### src/rtl/seq_mul_div.sv
// Sequential unsigned multiplier / restoring divider.
// One iteration per clock, WIDTH iterations per operation.
module seq_mul_div #(
  parameter int WIDTH = 8
) (
  input  logic             CLK,
  input  logic             RST,
  input  logic             START,
  input  logic             MODE,
  input  logic [WIDTH-1:0] A,
  input  logic [WIDTH-1:0] B,
  output logic             BUSY,
  output logic             DONE,
  output logic [WIDTH-1:0] RESULT_HI,
  output logic [WIDTH-1:0] RESULT_LO,
  output logic             DIV_BY_ZERO
);

  localparam int CW = $clog2(WIDTH + 1);

  typedef enum logic [1:0] {
    IDLE,
    CALC,
    FIN
  } state_t;

  state_t             state;
  state_t             state_nxt;
  logic [CW-1:0]      cnt;
  logic               mode_r;
  logic [WIDTH-1:0]   opnd;
  logic [2*WIDTH-1:0] acc;
  logic [2*WIDTH-1:0] acc_nxt;
  logic [WIDTH:0]     sum;
  logic [WIDTH:0]     trial;
  logic [WIDTH:0]     diff;
  logic               last;
  logic               dbz_start;

  assign dbz_start = START && MODE && (B == '0);
  assign last      = (cnt == CW'(1));

  // acc holds {partial product, multiplier} or {remainder, dividend/quotient}
  always_comb begin
    sum   = {1'b0, acc[2*WIDTH-1:WIDTH]} + {1'b0, opnd};
    trial = acc[2*WIDTH-1:WIDTH-1];
    diff  = trial - {1'b0, opnd};
    if (!mode_r) begin
      if (acc[0])
        acc_nxt = {sum, acc[WIDTH-1:1]};
      else
        acc_nxt = {1'b0, acc[2*WIDTH-1:1]};
    end else begin
      if (diff[WIDTH])
        acc_nxt = {trial[WIDTH-1:0], acc[WIDTH-2:0], 1'b0};
      else
        acc_nxt = {diff[WIDTH-1:0], acc[WIDTH-2:0], 1'b1};
    end
  end

  always_ff @(posedge CLK) begin
    if (!RST)
      state <= IDLE;
    else
      state <= state_nxt;
  end

  always_comb begin
    state_nxt = state;
    BUSY      = 1'b0;
    DONE      = 1'b0;
    case (state)
      IDLE: begin
        if (START)
          state_nxt = dbz_start ? FIN : CALC;
      end
      CALC: begin
        BUSY = 1'b1;
        if (last)
          state_nxt = FIN;
      end
      FIN: begin
        DONE      = 1'b1;
        state_nxt = IDLE;
      end
      default: state_nxt = IDLE;
    endcase
  end

  always_ff @(posedge CLK) begin
    if (!RST) begin
      cnt         <= '0;
      mode_r      <= 1'b0;
      opnd        <= '0;
      acc         <= '0;
      RESULT_HI   <= '0;
      RESULT_LO   <= '0;
      DIV_BY_ZERO <= 1'b0;
    end else if (state == IDLE) begin
      if (START) begin
        mode_r <= MODE;
        cnt    <= CW'(WIDTH);
        opnd   <= MODE ? B : A;
        acc    <= {{WIDTH{1'b0}}, (MODE ? A : B)};
        if (dbz_start) begin
          RESULT_HI   <= A;
          RESULT_LO   <= '1;
          DIV_BY_ZERO <= 1'b1;
        end
      end
    end else if (state == CALC) begin
      acc <= acc_nxt;
      cnt <= cnt - CW'(1);
      if (last) begin
        RESULT_HI   <= acc_nxt[2*WIDTH-1:WIDTH];
        RESULT_LO   <= acc_nxt[WIDTH-1:0];
        DIV_BY_ZERO <= 1'b0;
      end
    end
  end

endmodule

### config.mk
export PLATFORM = sky130hd
export DESIGN_NAME = seq_mul_div
export DESIGN_NICKNAME = d
export VERILOG_FILES = /design/src/rtl/seq_mul_div.sv
export SDC_FILE = /design/constraint.sdc
export NUM_CORES = 1
export LEC_CHECK = 0
export CORE_UTILIZATION = 45
export DETAILED_ROUTE_END_ITERATION = 7
export GPL_TIMING_DRIVEN = 0
export PLACE_DENSITY = 0.67
export SETUP_SLACK_MARGIN = 0.05
export SLEW_MARGIN = 20
export SYNTH_ARGS = -nofsm -noshare
export SYNTH_HDL_FRONTEND = slang
export SYNTH_SLANG_ARGS = --single-unit
### constraint.sdc
create_clock -name CLK -period 2.72 [get_ports CLK]
set_clock_uncertainty 0.05 [all_clocks]
set_input_delay 0.544 -clock CLK [delete_from_list [all_inputs] [get_ports CLK]]
set_output_delay 0.544 -clock CLK [all_outputs]
set_load 0.01 [all_outputs]
* Yosys cells after proc, flatten, opt, wreduce, memory -nomap -nowiden
Index checks and enable logic that the tools add are counted.
Word-level totals: register bits after elaboration 48, input bits 20
Operators by class: $add $sub $neg 3, eq/ne operators 6, muxes and demuxes 32, reductions and logical operators 10
Operators by type and width (count):
- 2-to-1 mux 16 bit | 6
- 2-to-1 mux 8 bit | 12
- 2-to-1 mux 4 bit | 3
- adder 8 x 8 -> 9 bit | 1
- subtractor 9 x 8 -> 9 bit | 1
- logical NOT 8 bit | 1
- 2-to-1 mux 1 bit | 7
- 2-to-1 mux 2 bit | 3
- inequality test 2 bit, second input constant | 3
- AND reduction 2 bit | 3
- == test 4 x 1 -> 1 bit, second input constant | 1
- case mux 2 bit (2 select lines) | 1
- AND reduction 4 bit | 1
- nonzero test 2 bit | 2
- subtractor 4 x 1 -> 4 bit, second input constant | 1
- == test 2 x 1 -> 1 bit, second input constant | 1
- == test 2 bit, second input constant | 1
- logical AND 1 bit | 2
- logical NOT 2 bit | 1

* Longest topological paths before layout
Gate-level depths: netlist of the first run.
depth in word-level cells 6, depth in mapped cells 10, mapped depth without buffers 10

* Least setup slack after synthesis of the first run
Ideal clock, no wire load.
path type reg-to-reg, start point register acc[7], end point register RESULT_HI[1], setup time 122 ps, arrival time 2258 ps, slack 290 ps, cell stages (with the launch flop) 11, path buffers 0, clock period less this slack 2430 ps, cell sequence dfxtp_1 inv_1 ha_1 inv_1 fa_1 a211oi_1 o21ai_1 o31a_4 a211o_1 a32oi_1 a21oi_1
On the way: word-level cells in the longest chain between the ends 6
Ends and longest elaborated chain:
- start: declaration | RTL line 32 | logic [2*WIDTH-1:0] acc;
- start signal: assignment | RTL line 104 | acc <= {{WIDTH{1'b0}}, (MODE ? A : B)};
- start signal: assignment | RTL line 112 | acc <= acc_nxt;
- subtractor 9 x 8 -> 9 bit | RTL line 47 | diff = trial - {1'b0, opnd};
- 2-to-1 mux 16 bit | RTL line 54 | if (diff[WIDTH])
- 2-to-1 mux 16 bit | RTL line 48 | if (!mode_r) begin
- 2-to-1 mux 8 bit | RTL line 114 | if (last) begin
- 2-to-1 mux 8 bit | RTL line 111 | end else if (state == CALC) begin
- 2-to-1 mux 8 bit | RTL line 99 | end else if (state == IDLE) begin
- end signal: assignment | RTL line 115 | RESULT_HI <= acc_nxt[2*WIDTH-1:WIDTH];
- end: declaration | RTL line 14 | output logic [WIDTH-1:0] RESULT_HI,
Every way passes these cells. The select of a mux whose other input is x is not followed. A chain may end at the register's enable or synchronous reset.

* Worst setup path in the final report of the first run
Same ends and word-level chain as after synthesis.

==> results of run 1 <==
[sequential cells by signal, summed over array words and instances, names as in the netlist]
register / flops
DIV_BY_ZERO: 1
RESULT_HI: 8
RESULT_LO: 8
acc: 16
cnt: 4
mode_r: 1
opnd: 8
state: 2
[routing by layer]
| metal | routed length [µm] | track usage |
|---|---|---|
| met4 | 117 | 0.0667 |
| met5 | 0 | 0 |
| met3 | 515 | 0.0260 |
| met1 | 4460 | 0.385 |
| met2 | 4270 | 0.419 |
[worst max path at each step]
stage | from | endpoint | slack, ps | cells past startpoint
3_5_place_dp | B[4] | RESULT_HI[0] | -210 | 8
3_3_place_gp | B[4] | RESULT_HI[0] | -200 | 8
4_1_cts | acc[7] | acc[13] | 40 | 10
6_report | acc[7] | RESULT_HI[1] | 100 | 10
5_1_grt | acc[7] | RESULT_HI[1] | 10 | 10
2_1_floorplan | acc[7] | RESULT_HI[1] | 290 | 10
[power by group]
group	switching (mW)	internal, mW	total [mW]
Sequential	0.0460	0.747	0.793
Clock	0.244	0.273	0.517
Combinational	0.357	0.255	0.612
[cells by family after synthesis]
logic type / synth area share
AOI/OAI and AO/OA: 0.304
and+or+nand+nor: 0.168
xor gates and xnor gates: 0.0306
adders and majority gates: 0.0842
muxes: 0.0572
buffers and inverters: 0.0516
DFF: 0.305
[worst register-to-register path, delay by kind of cell (launching register included)]
kind / cells / cell delay (ps)
AO/OA/AOI/OAI: 6 / 1440
adder cells (fa/ha/maj): 2 / 550
flip-flops: 1 / 350
buffers and inverters: 2 / 120
[stage by stage]
| step | utilization | power (mW) |
|---|---|---|
| 2_1_floorplan | - | 1.18 |
| 3_3_place_gp | 0.535 | 1.34 |
| 3_5_place_dp | 0.535 | 1.35 |
| 4_1_cts | 0.557 | 1.88 |
| 5_1_grt | 0.569 | 2.02 |
| 6_report | 0.569 | 1.92 |
[layout make-up]
cell class | count | area share
timing repair buffer | 40 | 0.101
multi-input combinational | 289 | 0.549
clock inverter | 2 | 0.00906
tap | 96 | 0.0311
clock buffer | 6 | 0.0188
buffer | 21 | 0.0236
inverter | 19 | 0.0185
sequential | 48 | 0.249
[placed cells by master, fill, tap and decap left out, drive strengths merged, types with 4 or more instances in the layout]
cell,n
and2,7
a21oi,34
ha,18
inv,17
dfxtp,48
nor2,47
clkdlybuf4s50,36
nand2,18
nand2b,6
o211ai,5
a32o,4
a21o,8
buf,13
or3,4
a22o,5
o21ai,17
mux2i,18
nand3,7
clkbuf,18
xor2,8
a211oi,31
[what timing repair did]
action                                 4_1_cts  5_1_grt
resized for setup                            7       12
setup endpoints to repair                   12       16
setup buffers                                0        4
endpoints found under the hold margin        0        0
pin swaps                                    3       16
==> flow_metrics.env, run 1 <==
export IMPL_slew_violations=0
export IMPL_startpoint_type="flip-flop"
export IMPL_ys_seq_area_frac=0.305
export IMPL_grt_pass1_vias=2745
export IMPL_min_period_ps=2620
export IMPL_timing_hold_ws_ps=444
export IMPL_start_util=0.464
export IMPL_dieArea_um2=7340
export IMPL_crit_path_end_kind="flip-flop"
export IMPL_regArea_um2=963
export IMPL_max_freq_mhz=382
export IMPL_crit_buf_inv=2
export IMPL_core_area_um2=6790
export IMPL_io_buffers=36
export IMPL_hold_end="acc[7]"
export IMPL_synth_flop_cell="dfxtp_1"
export IMPL_grt_max_degree=15
export IMPL_setup_violations=0
export IMPL_worstSkewPairLatency_ps=310
export IMPL_antenna_found_initial=0
export IMPL_fillCellCount=635
export IMPL_crit_required_ps=2870
export IMPL_reg2reg_slack_ps=100
export IMPL_dr_pass1_iters=5
export IMPL_hold_viol=0
export IMPL_critPathKind="reg -> reg"
export IMPL_htreeDepth=2
export IMPL_synth_area_leader_cell="dfxtp_1"
export IMPL_min_delay_start="acc[7]"
export IMPL_dpl_cell_area_um2=3630
export IMPL_yosysMostFrequentCell="dfxtp_1"
export IMPL_globalplace_congestion=0.877
export IMPL_area_delta_synth_final_pct=22.6
export IMPL_die_height_um=85.7
export IMPL_reg2reg_from="acc[7]"
export IMPL_synth_area_leaders="dfxtp_1 (30%), a211oi_1 (7.1%), ha_1 (7.1%)"
export IMPL_cap_violations=0
export IMPL_final_cells=521
export IMPL_hold_path_depth=2
export IMPL_synth_top_area_frac=0.305
export IMPL_leakage_nw=1.50
export IMPL_period_share=0.963
export IMPL_grt_overflow=0
export IMPL_viasPerCell=5.85
export IMPL_critPathSlowestCell="fa_2"
export IMPL_max_slew_margin=0.490
export IMPL_vias=3049
export IMPL_hold_path_class="reg -> reg"
export IMPL_cts_tree="built"
export IMPL_fp_dieW_um=85.7
export IMPL_syn_nets=417
export IMPL_critPathTopFamily="compound AO/OA/AOI/OAI gates"
export IMPL_clockBufferDepth=2
export IMPL_multi_input_area_um2=2120
export IMPL_tightest_slew_ps=764
export IMPL_postRouteAntennaNets=0
export IMPL_ir_drop_mv=0.332
export IMPL_hold_buffers=0
export IMPL_drtIter0Drc=268
export IMPL_dpl_cell_count=509
export IMPL_grt_pass1_wl_um=14900
export IMPL_drt_wl_total_um=9360
export IMPL_synth_common_cells="dfxtp_1 (48), nor2_1 (46), a21oi_1 (33), a211oi_1 (30)"
export IMPL_path_max_fanout=6
export IMPL_outcome="finished clean"
export IMPL_r2r_end="RESULT_HI[1]"
export IMPL_syn_mean_instance_area_um2=8.36
export IMPL_clkSinkCount=48
export IMPL_nets=464
export IMPL_setup_tns_ps=0
export IMPL_wire_per_inst_um=18.0
export IMPL_rsz0062_at_grt="true"
export IMPL_clockRootBuffer="clkbuf_8"
export IMPL_path_cells="inv_2 > ha_4 > inv_2 > fa_2 > a211oi_4 > o21ai_4 > o31a_4 > a211o_1 > a32oi_2 > a21oi_1"
export IMPL_yosysUniqueCellTypes=65
export IMPL_final_area_um2=3860
export IMPL_rr_worst_depth=10
export IMPL_cp_common_cell="inv_2"
export IMPL_yosysWarnings=0
export IMPL_async_flop_share=0
export IMPL_cts_buffers=5
export IMPL_critPathMaxStageDelay_ps=420
export IMPL_pin_count=39
export IMPL_synth_cells=377
export IMPL_layout_drive_gt1_share=0.0965
export IMPL_worst_slack_ps=101
export IMPL_p_per_area_nw_per_um2=497
export IMPL_hpwl_um=7060
export IMPL_synth_edff_count=0
export IMPL_remaining_drc_errors=0
export IMPL_cp_arrival_ps=2770
export IMPL_row_count=30
export IMPL_ys_seq_elements=48
export IMPL_grt_total_usage=0.264
export IMPL_clk_pin_slew_ps=90
export IMPL_place_ws_ps=-214
export IMPL_syn_area_um2=3150
export IMPL_antenna_cells=0
(Power assumes the default switching activity.)
==> run 2: changes to the inputs <==
--- a/config.mk
+++ b/config.mk
@@ -8,7 +8,7 @@
 export CORE_UTILIZATION = 45
 export DETAILED_ROUTE_END_ITERATION = 7
 export GPL_TIMING_DRIVEN = 0
-export PLACE_DENSITY = 0.67
+export PLACE_DENSITY = 0.64
 export SETUP_SLACK_MARGIN = 0.05
 export SLEW_MARGIN = 20
 export SYNTH_ARGS = -nofsm -noshare
==> flow_metrics.env, run 2 (synthesized netlist as in run 1, its figures left out) <==
export IMPL_crit_path_end_kind="flip-flop"
export IMPL_tightest_slew_ps=784
export IMPL_utilization=0.573
export IMPL_cp_arrival_ps=2740
export IMPL_p_per_area_nw_per_um2=484
export IMPL_drt_wl_total_um=9520
export IMPL_critPathMaxStageDelay_ps=420
export IMPL_clkSinkCount=48
export IMPL_hold_buffers=0
export IMPL_slew_violations=0
export IMPL_grt_total_usage=0.266
export IMPL_grt_max_degree=16
export IMPL_dieArea_um2=7340
export IMPL_crit_required_ps=2880
export IMPL_io_buffers=36
export IMPL_viasPerCell=5.99
export IMPL_fp_dieW_um=85.7
export IMPL_pin_count=39
export IMPL_min_period_ps=2580
export IMPL_timing_hold_ws_ps=440
export IMPL_vias=3153
export IMPL_cap_violations=0
export IMPL_clockRootBuffer="clkbuf_8"
export IMPL_hold_viol=0
export IMPL_row_count=30
export IMPL_worstSkewPairLatency_ps=310
export IMPL_outcome="finished clean"
export IMPL_total_power_mw=1.88
export IMPL_dpl_cell_count=509
export IMPL_layout_drive_gt1_share=0.107
export IMPL_path_max_fanout=6
export IMPL_clk_pin_slew_ps=90
export IMPL_ir_drop_mv=0.305
export IMPL_crit_buf_inv=2
export IMPL_final_cells=526
export IMPL_p_int_mw=1.21
export IMPL_antenna_found_initial=0
export IMPL_grt_pass1_vias=2841
export IMPL_rr_worst_depth=10
export IMPL_final_cell_mix="dfxtp_1 (46), nor2_1 (46), clkdlybuf4s50_1 (36), a21oi_1 (32), a211oi_1 (29)"
export IMPL_hold_path_class="reg -> reg"
export IMPL_htreeDepth=2
export IMPL_largest_reg_flops=16
export IMPL_critPathTopFamily="compound AO/OA/AOI/OAI gates"
export IMPL_drtIter0Drc=179
export IMPL_cts_buffers=5
export IMPL_startpoint_type="flip-flop"
export IMPL_die_height_um=85.7
export IMPL_p_sw_mw=0.676
export IMPL_wire_per_inst_um=18.1
export IMPL_remaining_drc_errors=0
export IMPL_start_util=0.464
export IMPL_setup_violations=0
export IMPL_dr_pass1_iters=5
export IMPL_grt_pass1_wl_um=15100
export IMPL_rsz0062_at_grt="false"
export IMPL_setup_tns_ps=0
export IMPL_reg2reg_slack_ps=140
export IMPL_hold_path_depth=2
export IMPL_p_comb_frac=0.344
export IMPL_clockBufferDepth=2
export IMPL_nets=469
export IMPL_critPathSlowestCell="fa_2"
export IMPL_grt_overflow=0
export IMPL_max_slew_margin=0.477
export IMPL_clockPowerShare=0.235
export IMPL_postRouteAntennaNets=0
export IMPL_period_share=0.948
export IMPL_largest_register="acc"
export IMPL_globalplace_congestion=0.903
export IMPL_cts_tree="built"
export IMPL_leakage_nw=1.53
export IMPL_p_seq_frac=0.420
export IMPL_path_cells="inv_4 > ha_4 > inv_1 > fa_2 > a211oi_4 > o21ai_4 > o31a_4 > nand2_8 > o211ai_1 > a32o_1"
export IMPL_critPathKind="reg -> reg"
export IMPL_max_freq_mhz=388
export IMPL_p_sw_frac=0.359
export IMPL_core_area_um2=6790
export IMPL_antenna_cells=0
export IMPL_cp_num_cells=10
export IMPL_area_delta_synth_final_pct=23.4
export IMPL_hpwl_um=7210
==> run 2: layout make-up <==
| class | count | area (µm²) |
|---|---|---|
| plain buffers | 21 | 91.3 |
| clock buffers | 5 | 68.8 |
| clock inverters | 3 | 18.8 |
| fillers | 631 | 2900 |
| inverters | 19 | 73.8 |
| multi-input cells | 289 | 2110 |
| flip-flops and latches | 48 | 966 |
| well taps | 96 | 120 |
| repair buffers | 45 | 440 |
==> run 2: stage by stage <==
| stage | setup WS, ps | instance area [µm²] |
|---|---|---|
| final | 143 | 3890 |
| after global placement | -124 | 3630 |
| after CTS | 91.5 | 3750 |
| after floorplan | 290 | 3150 |
| after global routing | 44.1 | 3890 |
| after detailed placement | -123 | 3630 |
==> run 2: path summary, 6_finish.rpt <==
path / from / endpoint
max: acc[7] / acc[12]
min: acc[7] / acc[7]
min reg2reg: acc[7] / acc[7]
max reg2reg: acc[7] / acc[12]
==> run 2: per-layer routing <==
layer,vias up,global-route usage,wire [µm]
met5,-,0,0
met2,122,0.425,4430
met4,0,0.0742,124
met1,1513,0.378,4420
li1,1504,-,-
met3,14,0.0327,544
==> run 2: worst register-to-register path, delay by kind of cell (launching register included) <==
kind                       cells  cell delay [ps]
buffers and inverters          2              120
and+or+nand+nor                1              110
DFF                            1              350
AOI/OAI and AO/OA              5             1310
adders and majority gates      2              530
==> run 2: power by group through the flow <==
stage               registers, mW  logic [mW]  clock network, mW
global placement            0.805       0.538                  0
finish                      0.792       0.649              0.444
detailed placement          0.805       0.544                  0
global route                0.797       0.708              0.476
CTS                         0.789       0.567              0.447
floorplan                   0.794       0.382                  0
==> run 2: what timing repair did <==
| item | in CTS | in global routing |
|---|---|---|
| endpoints found under the setup margin | 11 | 11 |
| setup buffers | 1 | 8 |
| gates resized for setup | 5 | 14 |
| pin swaps | 4 | 12 |
